`src/rtl/traffic_pkg.sv`:
```
// Shared phase codes and light patterns for the intersection controller.
// Imported by the sequencer, its timer and the light/timer decoder.
package traffic_pkg;

   typedef enum logic [1:0] {
      S0_MAIN_G = 2'b00,
      S1_MAIN_Y = 2'b01,
      S2_SIDE_G = 2'b11,
      S3_SIDE_Y = 2'b10
   } phase_t;

   typedef enum logic {
      KIND_LONG  = 1'b0,
      KIND_SHORT = 1'b1
   } kind_t;

   localparam logic [2:0] RED    = 3'b100;
   localparam logic [2:0] YELLOW = 3'b010;
   localparam logic [2:0] GREEN  = 3'b001;

   // Gray-coded rotation: one bit flips per step.
   function automatic phase_t next_phase(input phase_t p);
      phase_t n;
      n = S0_MAIN_G;
      unique case (p)
         S0_MAIN_G: n = S1_MAIN_Y;
         S1_MAIN_Y: n = S2_SIDE_G;
         S2_SIDE_G: n = S3_SIDE_Y;
         S3_SIDE_Y: n = S0_MAIN_G;
      endcase
      return n;
   endfunction

   function automatic int max_int(input int a, input int b);
      return (a > b) ? a : b;
   endfunction

endpackage

```
`src/rtl/traffic_sequencer_phase_timer.sv`:
```
// Loadable dwell down-counter with kind tracking.
// Done pulses are registered and land in the next phase's load cycle.
module phase_timer
   import traffic_pkg::*;
#(
   parameter int LONG_CYCLES  = 30,
   parameter int SHORT_CYCLES = 5,
   parameter int CNT_W        = 8
) (
   input  logic clk,
   input  logic rst_n,
   input  logic load,
   input  logic load_long,
   input  logic load_short,
   output logic expire,
   output logic LongDone,
   output logic ShortDone
);

   localparam logic [CNT_W-1:0] LONG_LD  = CNT_W'(LONG_CYCLES - 1);
   localparam logic [CNT_W-1:0] SHORT_LD = CNT_W'(SHORT_CYCLES - 1);
   localparam logic [CNT_W-1:0] ONE      = CNT_W'(1);

   logic [CNT_W-1:0] count_q;
   kind_t            kind_q;

   assign expire = !load && (count_q == ONE);

   // Counter, kind and registered done pulses.
   always_ff @(posedge clk or negedge rst_n) begin
      if (!rst_n) begin
         count_q   <= '0;
         kind_q    <= KIND_LONG;
         LongDone  <= 1'b0;
         ShortDone <= 1'b0;
      end else begin
         LongDone  <= expire && (kind_q == KIND_LONG);
         ShortDone <= expire && (kind_q == KIND_SHORT);
         if (load) begin
            if (load_long) begin
               count_q <= LONG_LD;
               kind_q  <= KIND_LONG;
            end else if (load_short) begin
               count_q <= SHORT_LD;
               kind_q  <= KIND_SHORT;
            end
         end else if (expire) begin
            count_q <= '0;
         end else if (count_q > ONE) begin
            count_q <= count_q - ONE;
         end
      end
   end

endmodule

```
`src/rtl/traffic_sequencer.sv`:
```
// Registered phase sequencer: owns the phase code, runs dwell timers
// requested by the decoder and advances or extends on expiry.
module traffic_sequencer
   import traffic_pkg::*;
#(
   parameter int LONG_CYCLES  = 30,
   parameter int SHORT_CYCLES = 5,
   parameter int CNT_W        = 8
) (
   input  logic       Clk,
   input  logic       Rst_n,
   input  logic       Start_LongTimer,
   input  logic       Start_ShortTimer,
   input  logic       SideRequest,
   output logic [1:0] StateOut,
   output logic       LongDone,
   output logic       ShortDone
);

   localparam int MAX_CYC = max_int(LONG_CYCLES, SHORT_CYCLES);

   if (LONG_CYCLES < 2 || SHORT_CYCLES < 2) begin : g_bad_cycles
      $fatal(1, "traffic_sequencer: dwell cycles must be >= 2");
   end
   if ((MAX_CYC - 1) > ((1 << CNT_W) - 1)) begin : g_bad_width
      $fatal(1, "traffic_sequencer: CNT_W too narrow");
   end

   phase_t state_q, state_d;
   logic   start_q, start_d;
   logic   load_req;
   logic   expire;

   assign load_req = Start_LongTimer | Start_ShortTimer;
   assign StateOut = state_q;

   phase_timer #(
      .LONG_CYCLES  (LONG_CYCLES),
      .SHORT_CYCLES (SHORT_CYCLES),
      .CNT_W        (CNT_W)
   ) u_timer (
      .clk        (Clk),
      .rst_n      (Rst_n),
      .load       (start_q),
      .load_long  (Start_LongTimer),
      .load_short (Start_ShortTimer),
      .expire     (expire),
      .LongDone   (LongDone),
      .ShortDone  (ShortDone)
   );

   // Phase and load-pending registers.
   always_ff @(posedge Clk or negedge Rst_n) begin
      if (!Rst_n) begin
         state_q <= S0_MAIN_G;
         start_q <= 1'b1;
      end else begin
         state_q <= state_d;
         start_q <= start_d;
      end
   end

   // Leave load on a request; on expiry advance, or re-arm main-green.
   always_comb begin
      state_d = state_q;
      start_d = start_q;
      if (start_q) begin
         if (load_req) start_d = 1'b0;
      end else if (expire) begin
         start_d = 1'b1;
         if (!(state_q == S0_MAIN_G && !SideRequest))
            state_d = next_phase(state_q);
      end
   end

endmodule

```
`config.mk`:
```
export PLATFORM = sky130hd
export DESIGN_NAME = traffic_sequencer
export DESIGN_NICKNAME = d
export VERILOG_FILES = /design/src/rtl/traffic_pkg.sv /design/src/rtl/traffic_sequencer_phase_timer.sv /design/src/rtl/traffic_sequencer.sv
export SDC_FILE = /design/constraint.sdc
export NUM_CORES = 1
export LEC_CHECK = 0
export ABC_AREA = 1
export CAP_MARGIN = 25
export CORE_UTILIZATION = 30
export DETAILED_ROUTE_END_ITERATION = 7
export MAX_ROUTING_LAYER = met4
export PLACE_DENSITY = 0.54
export SKIP_CTS_REPAIR_TIMING = 1
export SYNTH_ARGS = -nofsm -noshare
export SYNTH_HDL_FRONTEND = slang
export SYNTH_SLANG_ARGS = --single-unit
```
`constraint.sdc`:
```
create_clock -name Clk -period 1.4 [get_ports Clk]
set_input_delay 0.28 -clock Clk [delete_from_list [all_inputs] [get_ports Clk]]
set_output_delay 0.28 -clock Clk [all_outputs]
set_load 0.01 [all_outputs]
```
==> results of run 1 <==
==> flip-flops by register name, summed over array words and instances (netlist names) <==
signal / cells
start_q: 1
u_timer.LongDone: 1
StateOut: 2
u_timer.ShortDone: 1
u_timer.count_q: 8
u_timer.kind_q: 1
==> synthesized netlist by cell type <==
master	n	area, um2
a21boi_1	3	22.52
a21oi_1	1	5.000
a32oi_1	1	8.760
dfrtp_1	13	325.3
dfstp_2	1	26.28
ha_1	2	25.02
inv_1	14	52.55
inv_2	1	3.750
nand2_1	30	112.6
nand2_2	2	12.51
nand2_4	1	11.26
nand2_8	1	20.02
nand3_1	10	50.05
nand4_1	4	25.02
nor2_1	13	48.80
nor2_2	3	18.77
nor2_4	2	22.52
nor3_1	1	5.000
o21ai_0	2	10.01
o21ai_2	1	8.760
xnor2_1	1	8.760
==> worst reg2reg max path: cells and delay by family (launching register included) <==
family	cells	cell delay, ps
DFF	1	410
AOI/OAI and AO/OA	1	130
buffers and inverters	1	90
adders and majority gates	1	140
and+or+nand+nor	5	490
==> layer usage <==
layer	up-vias	GRT usage	share of wire
met5	-	-	0
met4	0	0.07692	0.025
met3	6	0.02500	0.017
met2	9	0.2358	0.49
met1	343	0.1675	0.47
li1	392	-	-
==> cell families after synthesis <==
| group | Yosys count | share of synthesized area |
|---|---|---|
| buf+inv | 15 | 0.06838 |
| simple gates | 67 | 0.3967 |
| compound gates | 8 | 0.06687 |
| xor+xnor | 1 | 0.01064 |
| flops | 14 | 0.4271 |
| fa+ha+maj | 2 | 0.03039 |
==> where the power goes <==
group | switching [mW] | total (mW) | internal [mW]
registers | 0.148 | 0.724 | 0.576
logic | 0.668 | 1.27 | 0.603
clock network | 0.136 | 0.294 | 0.158
total | 0.952 | 2.29 | 1.34
==> area by class of cell <==
cell class                 instances  share of cell area
tap                               30             0.03363
multi-input combinational         79              0.4070
timing repair buffer              19              0.1581
sequential                        14              0.3161
clock buffer                       4             0.03251
inverter                          15             0.05269
==> per-stage QoR <==
step | total power [mW] | TNS [ps] | setup slack, ps | hold WS [ps]
2_1_floorplan | 1.454 | 0 | 10.91 | -15.59
3_3_place_gp | 1.815 | -179.8 | -36.80 | 411.3
3_5_place_dp | 1.825 | -373.0 | -69.82 | 420.1
4_1_cts | 2.127 | -246.7 | -79.99 | 278.9
5_1_grt | 2.500 | -183.2 | -41.62 | 302.2
6_report | 2.290 | 0 | 31.33 | 272.3
==> worst min-delay path by stage <==
| stage | slack (ps) | endpoint | cells past startpoint |
|---|---|---|---|
| after detailed placement | 420 | u_timer.LongDone | 1 |
| final | 270 | u_timer.count_q[7] | 1 |
| after global routing | 300 | StateOut[0] | 1 |
| after global placement | 410 | u_timer.LongDone | 1 |
| after CTS | 280 | u_timer.count_q[7] | 1 |
| after floorplan | -20 | StateOut[0] | 0 |
==> results.py, run 1 <==
metrics = {
    "routing": {
        "vias": 750,
        "wire_per_inst_um": 11.29,
        "drc_errors": 0,
        "dr.pass1.iters": 4,
        "routed_wl_um": 1817,
        "ant_nets": 0,
        "via_per_inst": 4.658,
        "first_iter_violations": 11,
    },
    "sta": {
        "fin_crit_ps": 1369,
        "setup_viol": 0,
        "slew_headroom": 0.7457,
        "fmax_ghz": 0.7306,
        "period_share": 0.9776,
        "finClkSkew_ps": 5.689,
        "slew_violations": 0,
        "hold_violations": 0,
        "tightestPinTransition_ps": 380.2,
        "rsz0062_at_grt": "yes",
    },
    "cts": {
        "cts_made_buffers": 3,
        "cts_buffer_depth": 2,
        "cts_tree": "yes",
        "cts_num_sinks": 14,
        "cts-root-buf": "clkbuf_4",
        "clk_latency_ps": 280,
        "htreeDepth": 1,
        "clk_pin_slew_ps": 90,
    },
    "layout": {
        "postLayoutCoreUtil": 0.4385,
        "final_area_um2": 1116,
        "layoutNonFillerInstCount": 161,
        "regArea_um2": 352.8,
        "nNetsFinal": 139,
        "fill_cells": 250,
        "layout-drive-gt1-share": 0.2748,
        "final_common_cell": "nand2_1",
        "layout_common_cells": "nand2_1 (28), nor2_1 (13), dfrtp_1 (12)",
        "diodes": 0,
        "multi_input_area_um2": 454.2,
        "area_growth_pct": 35.56,
    },
    "worst_hold_path": {
        "hold_path_class": "in -> async",
    },
    "global_routing": {
        "grt_overflow": 0,
        "gr-usage-all-layers": 0.1442,
        "antenna_found_initial": 0,
        "grt_pass1_vias": 706,
        "grt_max_degree": 10,
        "grt_pass1_wl_um": 2877,
    },
    "worst_setup_path": {
        "cp.arrival_ps": 1540,
        "worstSetupPathType": "reg -> reg",
        "critical_path.cell_chain": "inv_2 -> ha_4 -> nand2_1 -> nor2_2 -> nand2_4 -> nand2_8 -> nand2_1 -> a21boi_1",
        "cp_slowest_cell": "dfrtp_1",
        "critPathTopFamily": "simple AND/OR/NAND/NOR gates",
        "critical_path.endpoint_type": "flop",
        "r2r_slack_ps": 30,
        "reg2regPathDepth": 8,
        "critical_path.most_common_cell": "nand2_1",
        "critPathMaxStageDelay_ps": 410,
        "r2r-start": "u_timer.count_q[1]",
        "cp.depth": 8,
        "cp_max_fo": 5,
        "crit_path_start": "u_timer.count_q[1]",
        "critPathCapture": "u_timer.count_q[3]",
        "required_ps": 1570,
        "r2r-end": "u_timer.count_q[3]",
        "crit_buf_inv": 1,
        "worstSetupStartpointType": "flop",
    },
    "power": {
        "p_leak_nw": 0.6295,
        "power.density_nw_per_um2": 2052,
        "vdd_drop_max_uv": 977.5,
    },
    "placement": {
        "placed_cell_area_um2": 996.0,
        "dp_cells": 152,
        "io_buffers": 8,
        "finalWeightedCongestion": 0.8345,
        "dp_hpwl_um": 1394,
    },
    "run_status": {
        "status": "completed",
    },
    "floorplan": {
        "io_pins": 9,
        "die_h_um": 54.39,
        "core_um2": 2545,
        "row_count": 18,
        "die_area_um2": 2958,
        "fp.dieW_um": 54.39,
        "initial_core_util": 0.3235,
    },
    "yosys": {
        "synth-seq-area-share": 0.4271,
        "synthCells": 107,
        "syn_area_per_cell_um2": 7.694,
        "synth_fp_nets": 114,
        "ys_ff_latch": 14,
        "synth_area_um2": 823.3,
        "yosysUniqueCellTypes": 21,
        "yosys_warnings": 0,
    },
    "run": {
        "drv_cap": 0,
    },
}
Power figures use the tool's default switching activity.
==> run 2, diff against run 1 <==
--- a/config.mk
+++ b/config.mk
@@ -8,10 +8,13 @@
 export ABC_AREA = 1
 export CAP_MARGIN = 25
 export CORE_UTILIZATION = 30
+export CTS_BUF_LIST = sky130_fd_sc_hd__clkbuf_8
 export DETAILED_ROUTE_END_ITERATION = 7
 export MAX_ROUTING_LAYER = met4
 export PLACE_DENSITY = 0.54
+export SETUP_SLACK_MARGIN = 0.2
 export SKIP_CTS_REPAIR_TIMING = 1
+export SLEW_MARGIN = 20
 export SYNTH_ARGS = -nofsm -noshare
 export SYNTH_HDL_FRONTEND = slang
 export SYNTH_SLANG_ARGS = --single-unit
==> run 2 against run 1 <==
- worst hold slack better by 64 ps
- total power up 10%
- global-route usage up 1.9 points
- final cell count up 2.5%
- largest cell class unchanged
- non-clock buffer count up 4
==> results.py, run 2 (synthesis gave the netlist of run 1 again) <==
metrics = {
    "layout": {
        "largest_reg_flops": 8,
        "nNetsFinal": 143,
        "area_growth_pct": 45.29,
        "layout_common_cells": "nand2_1 (27), buf_4 (15), dfrtp_1 (12), nor2_1 (12), inv_1 (12)",
        "layout-drive-gt1-share": 0.3185,
        "diodes": 0,
        "top_register": "u_timer.count_q",
        "final_area_um2": 1196,
        "final_common_cell": "nand2_1",
    },
    "sta": {
        "fmax_ghz": 0.7299,
        "fin_hold_ws_ps": 336.2,
        "period_share": 0.9786,
        "slew_headroom": 0.7924,
        "setup_slack_ps": 29.95,
        "hold_violations": 0,
        "setup-tns-final_ps": 0,
        "finClkSkew_ps": 2.277,
        "tightestPinTransition_ps": 310.6,
        "setup_viol": 0,
        "slew_violations": 0,
        "fin_crit_ps": 1370,
        "rsz0062_at_grt": "yes",
    },
    "floorplan": {
        "die_area_um2": 2958,
        "fp.dieW_um": 54.39,
        "io_pins": 9,
        "initial_core_util": 0.3235,
        "core_um2": 2545,
        "row_count": 18,
        "die_h_um": 54.39,
    },
    "worst_hold_path": {
        "hold_path_class": "in -> async",
    },
    "power": {
        "power.total_mw": 2.518,
        "power.density_nw_per_um2": 2105,
        "vdd_drop_max_uv": 1342,
        "p_leak_nw": 0.6618,
    },
    "cts": {
        "clk_pin_slew_ps": 60,
        "cts_num_sinks": 14,
        "cts_tree": "yes",
        "cts_buffer_depth": 2,
        "cts-root-buf": "clkbuf_8",
        "clk_latency_ps": 250,
        "htreeDepth": 1,
        "cts_made_buffers": 3,
    },
    "placement": {
        "finalWeightedCongestion": 0.7987,
        "pre_cts_slack_ps": -39.60,
        "io_buffers": 8,
        "placed_cell_area_um2": 1056,
        "dp_hpwl_um": 1447,
    },
    "worst_setup_path": {
        "cp_max_fo": 5,
        "critical_path.endpoint_type": "flop",
        "required_ps": 1530,
        "worstSetupStartpointType": "flop",
        "cp.arrival_ps": 1500,
        "worstSetupPathType": "reg -> reg",
    },
    "global_routing": {
        "grt_overflow": 0,
        "antenna_found_initial": 0,
        "gr-usage-all-layers": 0.1637,
        "grt_pass1_wl_um": 3277,
        "grt_max_degree": 15,
        "grt_pass1_vias": 751,
    },
    "routing": {
        "dr.pass1.iters": 4,
        "first_iter_violations": 6,
        "via_per_inst": 4.630,
        "vias": 764,
        "ant_nets": 0,
        "wire_per_inst_um": 11.52,
        "routed_wl_um": 1900,
        "drc_errors": 0,
    },
    "run": {
        "drv_cap": 0,
    },
    "run_status": {
        "status": "completed",
    },
}
run 2: cell types whose count changed in the layout (fill, tap and decap cells not counted), sizes merged:
cell and delta:
buf +4
run 2: final timing paths:
check / depth (start not counted) / slack (ps) / start / to
worst min register to register: 1 / 420 / u_timer.kind_q / u_timer.LongDone
worst min-delay path: 2 / 340 / Rst_n / u_timer.ShortDone
min in group Clk: 1 / 420 / u_timer.kind_q / u_timer.LongDone
max in group asynchronous: 2 / 820 / Rst_n / start_q
worst max register to register: 7 / 30 / u_timer.count_q[4] / u_timer.count_q[4]
worst max-delay path: 7 / 30 / u_timer.count_q[4] / u_timer.count_q[4]
run 2: stage by stage:
stage / utilization / cells
after floorplan: - / 107
after global placement: 0.4149 / 157
after CTS: 0.4366 / 161
final: 0.4700 / 165
after global routing: 0.4700 / 165
after detailed placement: 0.4149 / 157
run 2: worst max-delay path: stages, from the launching register on:
cell and delay (ps):
dfrtp_1 410, nor2_2 170, nand2_2 110, nor2_4 170, nand2_4 110, nand2_8 100, nand2_1 60, a21boi_1 130
run 2: area by class of cell:
cell class	instances	area, um2
clock buffer	4	55.05
fill	263	1349
inverter	15	61.31
multi-input combinational	79	486.7
sequential	14	352.8
tap	30	37.54
timing repair buffer	23	202.7
run 2: metal layers:
| metal | up-vias | global-route usage | wire, um |
|---|---|---|---|
| met1 | 358 | 0.1990 | 905 |
| met3 | 5 | 0.02500 | 45 |
| met4 | 0 | 0.07692 | 37 |
| met2 | 6 | 0.2642 | 911 |
| li1 | 395 | - | - |
| met5 | - | - | 0 |
run 2: power by group:
part	leakage [nW]	switching [mW]	total [mW]	internal (mW)
Sequential	0.168	0.150	0.727	0.577
Combinational	0.465	0.732	1.39	0.657
Clock	0.0288	0.153	0.402	0.249
==> run 3, diff against run 2 <==
--- a/config.mk
+++ b/config.mk
@@ -11,7 +11,6 @@
 export CTS_BUF_LIST = sky130_fd_sc_hd__clkbuf_8
 export DETAILED_ROUTE_END_ITERATION = 7
 export MAX_ROUTING_LAYER = met4
-export PLACE_DENSITY = 0.54
 export SETUP_SLACK_MARGIN = 0.2
 export SKIP_CTS_REPAIR_TIMING = 1
 export SLEW_MARGIN = 20
==> run 3 against run 2 <==
- critical path depth up 1
- largest cell class unchanged
- wire length up 8.3%
- clock power about the same
==> results.py, run 3 (synthesis gave the netlist of run 1 again) <==
metrics = {
    "routing": {
        "dr.pass1.iters": 4,
        "first_iter_violations": 19,
        "wire_per_inst_um": 12.47,
        "ant_nets": 0,
        "via_per_inst": 4.897,
        "drc_errors": 0,
        "routed_wl_um": 2057,
        "vias": 808,
    },
    "layout": {
        "layoutNonFillerInstCount": 165,
        "diodes": 0,
        "final_area_um2": 1287,
        "layout-drive-gt1-share": 0.4148,
        "layout_common_cells": "nand2_1 (23), dfrtp_1 (11), inv_1 (11), buf_4 (11), nor2_1 (8)",
        "area_growth_pct": 56.38,
        "final_common_cell": "nand2_1",
        "fill_cells": 242,
        "top_register": "u_timer.count_q",
        "nNetsFinal": 143,
        "largest_reg_flops": 8,
    },
    "power": {
        "power.density_nw_per_um2": 2151,
        "p_leak_nw": 0.6667,
        "power.total_mw": 2.769,
        "vdd_drop_max_uv": 1002,
    },
    "placement": {
        "io_buffers": 8,
        "finalWeightedCongestion": 0.8054,
        "dp_hpwl_um": 1341,
        "dp_cells": 153,
        "placed_cell_area_um2": 1026,
    },
    "sta": {
        "setup_viol": 0,
        "finClkSkew_ps": 2.968,
        "slew_headroom": 0.8303,
        "hold_violations": 0,
        "setup-tns-final_ps": 0,
        "fmax_ghz": 0.7493,
        "fin_crit_ps": 1335,
        "tightestPinTransition_ps": 254.3,
        "period_share": 0.9533,
        "slew_violations": 0,
        "fin_hold_ws_ps": 339.2,
        "rsz0062_at_grt": "yes",
    },
    "worst_setup_path": {
        "critical_path.cell_chain": "nor2_2 -> nand2_2 -> nor2_4 -> nand2_4 -> nand2_8 -> inv_6 -> nand3_1 -> nand2_1",
        "cp.arrival_ps": 1470,
        "required_ps": 1540,
        "worstSetupPathType": "reg -> reg",
        "worstSetupStartpointType": "flop",
        "cp_slowest_cell": "dfrtp_1",
        "critPathMaxStageDelay_ps": 400,
        "crit_buf_inv": 1,
        "cp_max_fo": 5,
        "critPathTopFamily": "simple AND/OR/NAND/NOR gates",
        "critical_path.endpoint_type": "flop",
    },
    "global_routing": {
        "grt_max_degree": 15,
        "antenna_found_initial": 0,
        "grt_overflow": 0,
        "grt_pass1_vias": 715,
        "grt_pass1_wl_um": 3105,
        "gr-usage-all-layers": 0.1538,
    },
    "floorplan": {
        "die_h_um": 54.39,
        "fp.dieW_um": 54.39,
        "core_um2": 2545,
        "io_pins": 9,
        "row_count": 18,
        "initial_core_util": 0.3235,
        "die_area_um2": 2958,
    },
    "worst_hold_path": {
        "hold_path_class": "in -> async",
    },
    "cts": {
        "htreeDepth": 1,
        "cts_made_buffers": 3,
        "clk_latency_ps": 250,
        "cts_num_sinks": 14,
        "cts-root-buf": "clkbuf_8",
        "cts_tree": "yes",
        "cts_buffer_depth": 2,
        "clk_pin_slew_ps": 60,
    },
    "run": {
        "drv_cap": 0,
    },
    "run_status": {
        "status": "completed",
    },
}
==> run 3: cell types whose count changed in the layout (fill, tap and decap cells not counted), moves of 2 or more <==
| cell | delta |
|---|---|
| buf_4 | -4 |
| nand2_1 | -4 |
| nor2_1 | -4 |
| buf_6 | +3 |
| nand2_2 | +3 |
| nor2_4 | +3 |
| nand2_8 | +2 |
| nand3_1 | -2 |
| nand3_2 | +2 |
==> run 3: power by group <==
group | leakage, nW | switching (mW) | internal [mW]
logic | 0.471 | 0.878 | 0.743
clock network | 0.0288 | 0.151 | 0.249
registers | 0.167 | 0.167 | 0.581
total | 0.667 | 1.20 | 1.57
==> run 3: layout make-up <==
class / instances / area (um2) / area share
Clock buffer: 4 / 55.05 / 0.04276
Inverter: 15 / 61.31 / 0.04762
Multi-Input combinational cell: 80 / 573.1 / 0.4451
Sequential cell: 14 / 354.1 / 0.2750
Tap cell: 30 / 37.54 / 0.02915
Timing Repair Buffer: 22 / 206.4 / 0.1604
==> run 3: worst register-to-register path: cells and delay by family (launching register included) <==
| kind | cells | cell delay [ps] |
|---|---|---|
| simple gates | 7 | 780 |
| flops | 1 | 400 |
| buf+inv | 1 | 50 |
==> run 3: path summary, 6_finish.rpt <==
path | from | end | slack, ps | cells after the start
worst max-delay path | u_timer.count_q[4] | u_timer.count_q[6] | 70 | 8
worst min-delay path | Rst_n | u_timer.count_q[4] | 340 | 2
worst max register to register | u_timer.count_q[4] | u_timer.count_q[6] | 70 | 8
worst min register to register | u_timer.kind_q | u_timer.LongDone | 460 | 1
max in group asynchronous | Rst_n | start_q | 820 | 2
min in group Clk | u_timer.kind_q | u_timer.LongDone | 460 | 1
==> run 3: layer usage <==
| metal | part of all wire | global-route usage | routed length (um) | vias to the layer above |
|---|---|---|---|---|
| met1 | 0.47 | 0.1873 | 970 | 385 |
| met4 | 0.018 | 0.07692 | 37 | 0 |
| met5 | 0 | - | 0 | - |
| met2 | 0.47 | 0.2378 | 969 | 19 |
| li1 | - | - | - | 399 |
| met3 | 0.039 | 0.03333 | 80 | 5 |
==> run 3: per-stage QoR <==
step                      utilization  setup WS, ps
after floorplan                     -         141.6
final                          0.5059         65.35
after detailed placement       0.4031        -87.60
after global placement         0.4031        -61.99
after global routing           0.5059        -12.54
after CTS                      0.4248        -47.25
